<file path="config.mk">
export PLATFORM = sky130hd
export DESIGN_NAME = bus_arbiter_2to1
export DESIGN_NICKNAME = d
export VERILOG_FILES = /design/src/rtl/bus_arbiter_2to1_pkg.sv /design/src/rtl/bus_arbiter_2to1_rr_arb2.sv /design/src/rtl/bus_arbiter_2to1.sv
export SDC_FILE = /design/constraint.sdc
export NUM_CORES = 1
export LEC_CHECK = 0
export ABC_CLOCK_PERIOD_IN_PS = 2600
export BUFFER_PORTS_ARGS = -buffer_cell sky130_fd_sc_hd__buf_2
export CORE_AREA = 2 2 115 117
export CTS_BUF_LIST = sky130_fd_sc_hd__clkbuf_2 sky130_fd_sc_hd__clkbuf_4 sky130_fd_sc_hd__clkbuf_8
export DETAILED_ROUTE_END_ITERATION = 12
export DIE_AREA = 0 0 117 119
export PLACE_DENSITY = 0.58
export SLEW_MARGIN = 25
export SYNTH_ARGS = -nofsm -noshare
export SYNTH_HDL_FRONTEND = slang
export SYNTH_HIERARCHICAL = 1
export SYNTH_SLANG_ARGS = --single-unit
</file>
<file path="constraint.sdc">
create_clock -name clk -period 2.6 [get_ports clk]
set_input_delay 0.26 -clock clk [delete_from_list [all_inputs] [get_ports clk]]
set_output_delay 0.26 -clock clk [all_outputs]
set_load 0.005 [all_outputs]
</file>
<file path="src/rtl/bus_arbiter_2to1_pkg.sv">
// Shared req/ack memory bus definitions: default widths, command encodings
// and the master identifier used by arbiters and demuxes on this bus.
package bus_arbiter_2to1_pkg;

  localparam int unsigned ADDR_W_DEF = 32;
  localparam int unsigned DATA_W_DEF = 32;

  localparam logic CMD_READ  = 1'b0;
  localparam logic CMD_WRITE = 1'b1;

  typedef enum logic {
    MST0 = 1'b0,
    MST1 = 1'b1
  } mst_e;

endpackage

</file>
<file path="src/rtl/bus_arbiter_2to1_rr_arb2.sv">
// Two-way round-robin grant with request-phase lock.
// The grant is combinational from req and registered state only, so nothing
// from the slave ack path can reach the request path.
module rr_arb2
  import bus_arbiter_2to1_pkg::*;
(
  input  logic       clk,
  input  logic       rst_n,
  input  logic [1:0] req,
  input  logic       lock,     // request presented but not accepted this cycle
  input  logic       done,     // request accepted this cycle
  output mst_e       gnt
);

  logic locked;
  mst_e owner;
  mst_e last_gnt;

  // Grant selection: hold the owner while locked, otherwise round-robin on ties
  always_comb begin
    gnt = mst_e'(~last_gnt);
    if (locked) begin
      gnt = owner;
    end else if (req == 2'b01) begin
      gnt = MST0;
    end else if (req == 2'b10) begin
      gnt = MST1;
    end
  end

  // Lock and priority state. A cycle with no forwarded request (including the
  // owner abandoning its request) simply drops the lock and keeps last_gnt.
  always_ff @(posedge clk or negedge rst_n) begin
    if (!rst_n) begin
      locked   <= 1'b0;
      owner    <= MST0;
      last_gnt <= MST1;
    end else begin
      locked <= lock;
      if (lock) begin
        owner <= gnt;
      end
      if (done) begin
        last_gnt <= gnt;
      end
    end
  end

endmodule

</file>
<file path="src/rtl/bus_arbiter_2to1.sv">
// Two-master to one-slave arbiter for the req/ack memory bus. Requests pass
// through with zero latency; read data returns to the owning master one cycle
// after the read ack.
module bus_arbiter_2to1
  import bus_arbiter_2to1_pkg::*;
#(
  parameter int unsigned ADDR_W = ADDR_W_DEF,
  parameter int unsigned DATA_W = DATA_W_DEF
) (
  input  logic              clk,
  input  logic              rst_n,
  input  logic              m0_req,
  input  logic [ADDR_W-1:0] m0_addr,
  input  logic              m0_cmd,
  input  logic [DATA_W-1:0] m0_wdata,
  output logic              m0_ack,
  output logic [DATA_W-1:0] m0_rdata,
  input  logic              m1_req,
  input  logic [ADDR_W-1:0] m1_addr,
  input  logic              m1_cmd,
  input  logic [DATA_W-1:0] m1_wdata,
  output logic              m1_ack,
  output logic [DATA_W-1:0] m1_rdata,
  output logic              s_req,
  output logic [ADDR_W-1:0] s_addr,
  output logic              s_cmd,
  output logic [DATA_W-1:0] s_wdata,
  input  logic              s_ack,
  input  logic [DATA_W-1:0] s_rdata
);

  mst_e gnt;
  logic rd_pend;
  mst_e rd_owner;
  logic accept;
  logic rd_accept;

  assign accept    = s_req & s_ack;
  assign rd_accept = accept & (s_cmd == CMD_READ);

  rr_arb2 u_arb (
    .clk   (clk),
    .rst_n (rst_n),
    .req   ({m1_req, m0_req}),
    .lock  (s_req & ~s_ack),
    .done  (accept),
    .gnt   (gnt)
  );

  // Request path: forward the granted master, all-zero when nobody requests
  always_comb begin
    s_req   = 1'b0;
    s_addr  = '0;
    s_cmd   = CMD_READ;
    s_wdata = '0;
    if (m0_req | m1_req) begin
      if (gnt == MST0) begin
        s_req   = m0_req;
        s_addr  = m0_addr;
        s_cmd   = m0_cmd;
        s_wdata = m0_wdata;
      end else begin
        s_req   = m1_req;
        s_addr  = m1_addr;
        s_cmd   = m1_cmd;
        s_wdata = m1_wdata;
      end
    end
  end

  // Ack and read-return steering; response and new request may share a cycle
  always_comb begin
    m0_ack   = accept & (gnt == MST0);
    m1_ack   = accept & (gnt == MST1);
    m0_rdata = (rd_pend && rd_owner == MST0) ? s_rdata : '0;
    m1_rdata = (rd_pend && rd_owner == MST1) ? s_rdata : '0;
  end

  // Read-return tracking: one response cycle after each read ack
  always_ff @(posedge clk or negedge rst_n) begin
    if (!rst_n) begin
      rd_pend  <= 1'b0;
      rd_owner <= MST0;
    end else begin
      rd_pend <= rd_accept;
      if (rd_accept) begin
        rd_owner <= gnt;
      end
    end
  end

endmodule

</file>
==> flow_results.xml, run 1 <==
<?xml version="1.0" encoding="UTF-8"?>
<metrics>
  <group name="clock_network">
    <metric name="postCtsSetupBuffers" unit="">0</metric>
    <metric name="tritoncts" unit="">built</metric>
    <metric name="root_buffer" unit="">sky130_fd_sc_hd__clkbuf_8</metric>
    <metric name="clkSlewWorstSetupHoldPaths" unit="ns">0.03</metric>
    <metric name="insertion_delay" unit="ns">0.23</metric>
    <metric name="cts_htree_levels" unit="">1</metric>
    <metric name="clock_path_buffers" unit="">2</metric>
    <metric name="holdBufCountCts" unit="">1</metric>
    <metric name="cts-resized-gates" unit="">0</metric>
    <metric name="cts_buffers" unit="">3</metric>
    <metric name="clkSinkCount" unit="">5</metric>
  </group>
  <group name="sta">
    <metric name="setup_tns" unit="ns">0</metric>
    <metric name="tightestPinTransition" unit="ns">0.5652</metric>
    <metric name="relSlewSlack" unit="">0.6232</metric>
    <metric name="final-hold-violation-count" unit="">0</metric>
    <metric name="period_minus_slack" unit="ns">2.490</metric>
    <metric name="timing_max_transition_violations_final" unit="">0</metric>
    <metric name="min_period_over_period" unit="">0.9579</metric>
    <metric name="rsz0062_at_grt" unit="">no</metric>
    <metric name="worst_setup_skew_after_layout" unit="ns">0.003907</metric>
    <metric name="setup-violations-final" unit="">0</metric>
    <metric name="fmaxAchievable" unit="GHz">0.4015</metric>
  </group>
  <group name="floorplan">
    <metric name="starting_utilization_of_the_core_area" unit="">0.1384</metric>
    <metric name="top_level_ports" unit="">299</metric>
    <metric name="core_area" unit="mm^2">0.01287</metric>
    <metric name="die_area" unit="mm^2">0.01392</metric>
    <metric name="die_y" unit="um">119</metric>
    <metric name="row_count" unit="">42</metric>
    <metric name="die_w" unit="um">117</metric>
  </group>
  <group name="critical_path">
    <metric name="critical_path.startpoint" unit="">u_arb/last_gnt$_DFFE_PN1P_</metric>
    <metric name="timing.critical_path.required" unit="ns">2.34</metric>
    <metric name="critical_path_launch_point_type" unit="">flop</metric>
    <metric name="setup.worst_path.end_class" unit="">primary output</metric>
    <metric name="worst_setup_path_category" unit="">reg2out</metric>
    <metric name="critical_path_peak_fanout" unit="">29</metric>
    <metric name="max_stage_delay" unit="ns">0.55</metric>
    <metric name="cp_data_arrival_time" unit="ns">2.23</metric>
    <metric name="worst-r2r-setup-slack" unit="ns">0.41</metric>
    <metric name="critPathSlowestCell" unit="">sky130_fd_sc_hd__dfstp_2</metric>
    <metric name="crit-reg2reg-launch" unit="">u_arb/last_gnt$_DFFE_PN1P_</metric>
    <metric name="critical_path.cell_chain" unit="">inv_2, maj3_2, mux2_4, buf_4, mux2i_1, nor2_1, buf_2</metric>
  </group>
  <group name="logic_synthesis">
    <metric name="average_instance_area_after_synthesis" unit="um^2">7.098</metric>
    <metric name="netlist_cell_types" unit="">31</metric>
    <metric name="synth_seq_area_share" unit="">0.07093</metric>
    <metric name="dominant_cells_by_area_after_synthesis" unit="">sky130_fd_sc_hd__mux2i_1 37%, sky130_fd_sc_hd__nor2_1 14%, sky130_fd_sc_hd__and3_1 12%, sky130_fd_sc_hd__and2_1 11%, sky130_fd_sc_hd__dfrtp_1 5.6%</metric>
    <metric name="synth_async_sr_flop_share" unit="">1.000</metric>
    <metric name="mappedNetlistArea" unit="mm^2">0.001782</metric>
    <metric name="synth.cells.most_frequent" unit="">67 x sky130_fd_sc_hd__nor2_1, 65 x sky130_fd_sc_hd__mux2i_1, 33 x sky130_fd_sc_hd__and3_1</metric>
    <metric name="synth_largest_type_area_fraction" unit="">0.3652</metric>
    <metric name="synth_most_common_cell" unit="">sky130_fd_sc_hd__nor2_1</metric>
    <metric name="synth-seq-cells" unit="">5</metric>
    <metric name="number_of_flops_mapped_to_enable_cells_by_yosys" unit="">0</metric>
    <metric name="mappedNetlistNets" unit="">418</metric>
    <metric name="synthesis.yosys.warnings" unit="">6</metric>
    <metric name="synth_top_flop_cell" unit="">sky130_fd_sc_hd__dfrtp_1</metric>
    <metric name="library_cell_with_the_largest_summed_area_after_synthesis" unit="">sky130_fd_sc_hd__mux2i_1</metric>
    <metric name="netlist_instances" unit="">251</metric>
  </group>
  <group name="outcome">
    <metric name="run_status" unit="">finished, final reports clean</metric>
  </group>
  <group name="grt">
    <metric name="grt_start_max_net_pins" unit="">36</metric>
    <metric name="grt_overflow" unit="">0</metric>
    <metric name="grt_antenna_before_repair" unit="">0</metric>
    <metric name="grt_pass1_vias" unit="">2473</metric>
    <metric name="grt_pass1_wl" unit="mm">11.82</metric>
    <metric name="global_route.usage.total" unit="">0.1056</metric>
  </group>
  <group name="route">
    <metric name="drtPass1Iterations" unit="">4</metric>
    <metric name="remaining_routing_drc_violations" unit="">0</metric>
    <metric name="detail_route.iter0.violations" unit="">34</metric>
    <metric name="wire_per_inst" unit="um">11.64</metric>
    <metric name="antenna_violating_nets_post_route" unit="">0</metric>
    <metric name="vias_post_dr" unit="">2761</metric>
    <metric name="drt_wl_total" unit="mm">8.298</metric>
    <metric name="route.detailed.vias_per_inst" unit="">3.872</metric>
  </group>
  <group name="power_and_ir_drop">
    <metric name="vdd_drop_max" unit="mV">0.1704</metric>
    <metric name="totalPowerFinal" unit="mW">1.733</metric>
    <metric name="power_density" unit="mW/mm^2">502.6</metric>
    <metric name="p_leak" unit="nW">2.326</metric>
  </group>
  <group name="cells_and_area">
    <metric name="final_layout_size_suffix_gt1_frac" unit="">0.5903</metric>
    <metric name="fin_util" unit="">0.2678</metric>
    <metric name="final_net_count" unit="">705</metric>
    <metric name="antenna_cells" unit="">0</metric>
    <metric name="area_growth" unit="%">93.54</metric>
  </group>
  <group name="placement">
    <metric name="post-dp-hpwl" unit="mm">7.082</metric>
    <metric name="gp_congestion" unit="">0.7781</metric>
    <metric name="buffers_on_ports" unit="">298</metric>
  </group>
  <group name="worst_hold_path">
    <metric name="min_from" unit="">s_ack</metric>
    <metric name="worst_hold_path_type" unit="">in2reg</metric>
  </group>
  <group name="job">
    <metric name="cap_viol_max_count" unit="">0</metric>
  </group>
</metrics>
==> layout make-up <==
cell class,instances,area (um^2)
fill,1430,9427
multi-input combinational,219,1488
tap,176,220.2
sequential,5,126.4
timing repair buffer,306,1554
inverter,3,11.26
clock buffer,4,48.80
==> where the power goes <==
group	total (mW)	internal [mW]	switching [mW]
logic	1.44	0.723	0.713
registers	0.141	0.114	0.0265
clock network	0.157	0.116	0.0411
==> flip-flops by register name, summed over array words and instances (netlist names) <==
name / count
rd_owner: 1
u_arb/locked: 1
u_arb/last_gnt: 1
u_arb/owner: 1
rd_pend: 1
==> layout by cell type, fill, tap and decap left out <==
cell	count
sky130_fd_sc_hd__nand2b_1	1
sky130_fd_sc_hd__mux2_4	1
sky130_fd_sc_hd__nand2_1	4
sky130_fd_sc_hd__or3b_1	1
sky130_fd_sc_hd__clkbuf_4	1
sky130_fd_sc_hd__buf_4	7
sky130_fd_sc_hd__a22o_1	1
sky130_fd_sc_hd__nand3b_1	1
sky130_fd_sc_hd__and2_1	32
sky130_fd_sc_hd__inv_1	2
sky130_fd_sc_hd__nor2b_2	1
sky130_fd_sc_hd__nand4bb_1	2
sky130_fd_sc_hd__nor2_1	66
sky130_fd_sc_hd__mux2_2	1
sky130_fd_sc_hd__a21oi_1	1
sky130_fd_sc_hd__dfstp_2	1
sky130_fd_sc_hd__or2_2	1
sky130_fd_sc_hd__a211oi_1	1
sky130_fd_sc_hd__a21boi_1	1
sky130_fd_sc_hd__maj3_2	1
sky130_fd_sc_hd__inv_2	1
sky130_fd_sc_hd__nor2b_1	1
sky130_fd_sc_hd__or2_1	1
sky130_fd_sc_hd__dlygate4sd3_1	1
sky130_fd_sc_hd__o221ai_1	1
sky130_fd_sc_hd__and3b_1	1
sky130_fd_sc_hd__mux2i_1	65
sky130_fd_sc_hd__clkbuf_8	3
sky130_fd_sc_hd__buf_2	298
sky130_fd_sc_hd__and3_1	33
sky130_fd_sc_hd__dfrtp_1	4
sky130_fd_sc_hd__nor2_4	1
==> metal layers <==
metal	GRT usage	part of all wire	wire length (um)
met1	0.1148	0.39	3205
met3	0.01832	0.093	772
met5	0	0	0
met4	0.01765	0.0052	43
met2	0.2099	0.52	4277
==> worst paths after layout <==
kind	to	depth (start not counted)
max	s_wdata[30]	7
min	u_arb/locked$_DFF_PN0_	2
max reg2reg	u_arb/owner$_DFFE_PN0P_	7
min reg2reg	u_arb/owner$_DFFE_PN0P_	1
max in group asynchronous	u_arb/last_gnt$_DFFE_PN1P_	2
min in group asynchronous	u_arb/owner$_DFFE_PN0P_	2
==> metrics by stage <==
stage,cell area (um^2),hold WS (ns),setup WS (ns),instances
global route,3448,0.2791,0.007483,713
CTS,3448,0.2667,0.06614,713
floorplan,1782,-0.03559,0.3060,251
detailed placement,3390,0.08518,0.3068,708
global placement,3390,0.08607,0.3070,708
finish,3448,0.2738,0.1095,713
==> worst max-delay path: cells and delay by family, from the launching register on <==
family                     cells  cell delay, ns
muxes                          2            0.51
and+or+nand+nor                1            0.16
adders and majority gates      1            0.30
DFF                            1            0.55
buffers and inverters          3            0.47
==> kinds of logic after synthesis <==
logic type,synth area share
buffers and inverters,0.1004
multiplexers,0.3778
AO/OA/AOI/OAI,0.02107
AND/OR/NAND/NOR,0.4235
flip-flops,0.07093
adder cells (fa/ha/maj),0.006320
No activity file was read; power rests on OpenSTA's default activity.
==> inputs of run 2 (changes only) <==
RECOVER_POWER = 50   (was unset)
==> flow_results.xml, run 2 (synthesis gave the netlist of run 1 again) <==
<?xml version="1.0" encoding="UTF-8"?>
<metrics>
  <group name="outcome">
    <metric name="run_status" unit="">finished, final reports clean</metric>
  </group>
  <group name="route">
    <metric name="wire_per_inst" unit="um">11.70</metric>
    <metric name="vias_post_dr" unit="">2753</metric>
    <metric name="drtPass1Iterations" unit="">4</metric>
    <metric name="antenna_violating_nets_post_route" unit="">0</metric>
    <metric name="remaining_routing_drc_violations" unit="">0</metric>
    <metric name="detail_route.iter0.violations" unit="">36</metric>
    <metric name="route.detailed.vias_per_inst" unit="">3.861</metric>
    <metric name="drt_wl_total" unit="mm">8.341</metric>
  </group>
  <group name="placement">
    <metric name="buffers_on_ports" unit="">298</metric>
    <metric name="preCtsSetupSlack" unit="ns">0.3068</metric>
    <metric name="gp_congestion" unit="">0.7781</metric>
    <metric name="post-dp-hpwl" unit="mm">7.082</metric>
  </group>
  <group name="clock_network">
    <metric name="clkSlewWorstSetupHoldPaths" unit="ns">0.03</metric>
    <metric name="cts_buffers" unit="">3</metric>
    <metric name="clock_path_buffers" unit="">2</metric>
    <metric name="clkSinkCount" unit="">5</metric>
    <metric name="cts_htree_levels" unit="">1</metric>
    <metric name="root_buffer" unit="">sky130_fd_sc_hd__clkbuf_8</metric>
    <metric name="cts-resized-gates" unit="">0</metric>
    <metric name="insertion_delay" unit="ns">0.23</metric>
    <metric name="tritoncts" unit="">built</metric>
  </group>
  <group name="power_and_ir_drop">
    <metric name="p_leak" unit="nW">2.149</metric>
    <metric name="power_density" unit="mW/mm^2">505.3</metric>
    <metric name="vdd_drop_max" unit="mV">0.1703</metric>
  </group>
  <group name="sta">
    <metric name="final-hold-violation-count" unit="">0</metric>
    <metric name="worst_setup_skew_after_layout" unit="ns">0.003907</metric>
    <metric name="min_period_over_period" unit="">0.9578</metric>
    <metric name="relSlewSlack" unit="">0.3107</metric>
    <metric name="setup_tns" unit="ns">0</metric>
    <metric name="tightestPinTransition" unit="ns">1.034</metric>
    <metric name="worst_slack" unit="ns">0.1097</metric>
    <metric name="rsz0062_at_grt" unit="">no</metric>
    <metric name="fmaxAchievable" unit="GHz">0.4016</metric>
    <metric name="period_minus_slack" unit="ns">2.490</metric>
    <metric name="setup-violations-final" unit="">0</metric>
    <metric name="timing_max_transition_violations_final" unit="">0</metric>
  </group>
  <group name="cells_and_area">
    <metric name="final_layout_size_suffix_gt1_frac" unit="">0.5177</metric>
    <metric name="area_growth" unit="%">90.38</metric>
    <metric name="final_net_count" unit="">705</metric>
    <metric name="antenna_cells" unit="">0</metric>
    <metric name="most-common-layout-cells" unit="">259 x sky130_fd_sc_hd__buf_2, 66 x sky130_fd_sc_hd__nor2_1, 65 x sky130_fd_sc_hd__mux2i_1</metric>
    <metric name="mostFrequentLayoutCell" unit="">sky130_fd_sc_hd__buf_2</metric>
  </group>
  <group name="critical_path">
    <metric name="timing.critical_path.required" unit="ns">2.34</metric>
    <metric name="max_stage_delay" unit="ns">0.55</metric>
    <metric name="cp_data_arrival_time" unit="ns">2.23</metric>
    <metric name="setup.worst_path.end_class" unit="">primary output</metric>
    <metric name="worst_setup_path_category" unit="">reg2out</metric>
    <metric name="critical_path_launch_point_type" unit="">flop</metric>
    <metric name="crit_buf_inv" unit="">3</metric>
    <metric name="critPathTopFamily" unit="">flip-flops</metric>
    <metric name="critical_path.cell_chain" unit="">inv_2, maj3_2, mux2_4, buf_4, mux2i_1, nor2_1, buf_2</metric>
    <metric name="critPathSlowestCell" unit="">sky130_fd_sc_hd__dfstp_2</metric>
    <metric name="critical_path_peak_fanout" unit="">29</metric>
  </group>
  <group name="floorplan">
    <metric name="starting_utilization_of_the_core_area" unit="">0.1384</metric>
    <metric name="row_count" unit="">42</metric>
    <metric name="top_level_ports" unit="">299</metric>
    <metric name="die_w" unit="um">117</metric>
    <metric name="core_area" unit="mm^2">0.01287</metric>
    <metric name="die_y" unit="um">119</metric>
    <metric name="die_area" unit="mm^2">0.01392</metric>
  </group>
  <group name="grt">
    <metric name="grt_antenna_before_repair" unit="">0</metric>
    <metric name="grt_overflow" unit="">0</metric>
    <metric name="grt_start_max_net_pins" unit="">36</metric>
    <metric name="global_route.usage.total" unit="">0.1056</metric>
    <metric name="grt_pass1_vias" unit="">2473</metric>
    <metric name="grt_pass1_wl" unit="mm">11.82</metric>
  </group>
  <group name="worst_hold_path">
    <metric name="worst_hold_path_type" unit="">in2reg</metric>
  </group>
  <group name="job">
    <metric name="cap_viol_max_count" unit="">0</metric>
  </group>
</metrics>
## run 2: cell count changes in the layout (fill, tap and decap cells not counted)
cell                       change
sky130_fd_sc_hd__and2_0        +9
sky130_fd_sc_hd__buf_4         -3
sky130_fd_sc_hd__buf_2        -39
sky130_fd_sc_hd__clkbuf_2      +3
sky130_fd_sc_hd__clkbuf_1     +39
sky130_fd_sc_hd__and2_1        -9
## run 2: power by group
group / internal (mW) / leakage (nW) / total [mW] / switching, mW
registers: 0.114 / 0.0605 / 0.140 / 0.0263
clock network: 0.116 / 0.0262 / 0.157 / 0.0411
logic: 0.703 / 2.06 / 1.42 / 0.714
## run 2: worst paths after layout
| path | from | to | slack (ns) | depth (start not counted) |
|---|---|---|---|---|
| setup reg to reg | u_arb/last_gnt$_DFFE_PN1P_ | u_arb/owner$_DFFE_PN0P_ | 0.41 | 7 |
| min in group asynchronous | rst_n | u_arb/owner$_DFFE_PN0P_ | 0.44 | 2 |
| hold reg to reg | u_arb/owner$_DFFE_PN0P_ | u_arb/owner$_DFFE_PN0P_ | 0.56 | 1 |
| setup / recovery | u_arb/last_gnt$_DFFE_PN1P_ | s_wdata[30] | 0.11 | 7 |
| max in group asynchronous | rst_n | u_arb/last_gnt$_DFFE_PN1P_ | 1.88 | 2 |
| hold / removal | s_ack | u_arb/locked$_DFF_PN0_ | 0.27 | 2 |
## run 2: worst register-to-register path, delay by kind of cell, from the launching register on
family                     cells  cell delay (ns)
muxes                          2             0.67
AOI/OAI and AO/OA              1             0.18
and+or+nand+nor                2             0.34
buffers and inverters          1             0.04
adders and majority gates      1             0.30
DFF                            1             0.55
## run 2: what timing repair did
| action | in CTS | in global routing |
|---|---|---|
| hold buffers | 1 | 0 |
| endpoints found under the hold margin | 4 | 0 |
| buffers inserted | 0 | 0 |
## run 2: routing by layer
layer	up-vias	global-route usage	wire, um	share of wire
met5	-	0	0	0
met4	0	0.01765	43	0.0052
met3	5	0.01832	797	0.096
met2	172	0.2099	4273	0.51
met1	1154	0.1148	3227	0.39
li1	1422	-	-	-
## run 2: metrics by stage
stage            util  cell area, um^2  instances  hold slack (ns)  power [mW]
6_report       0.2635             3392        713           0.2739       1.714
5_1_grt        0.2635             3392        713           0.2791       1.888
4_1_cts        0.2678             3448        713           0.2667       1.769
3_5_place_dp   0.2633             3390        708          0.08518       1.603
3_3_place_gp   0.2633             3390        708          0.08607       1.595
2_1_floorplan       -             1782        251         -0.03559       1.134
## run 2: cell type report
cell class	instances	area, um^2
clock buffer	4	48.80
fill	1463	9483
inverter	3	11.26
multi-input combinational	219	1488
sequential	5	126.4
tap	176	220.2
timing repair buffer	306	1498
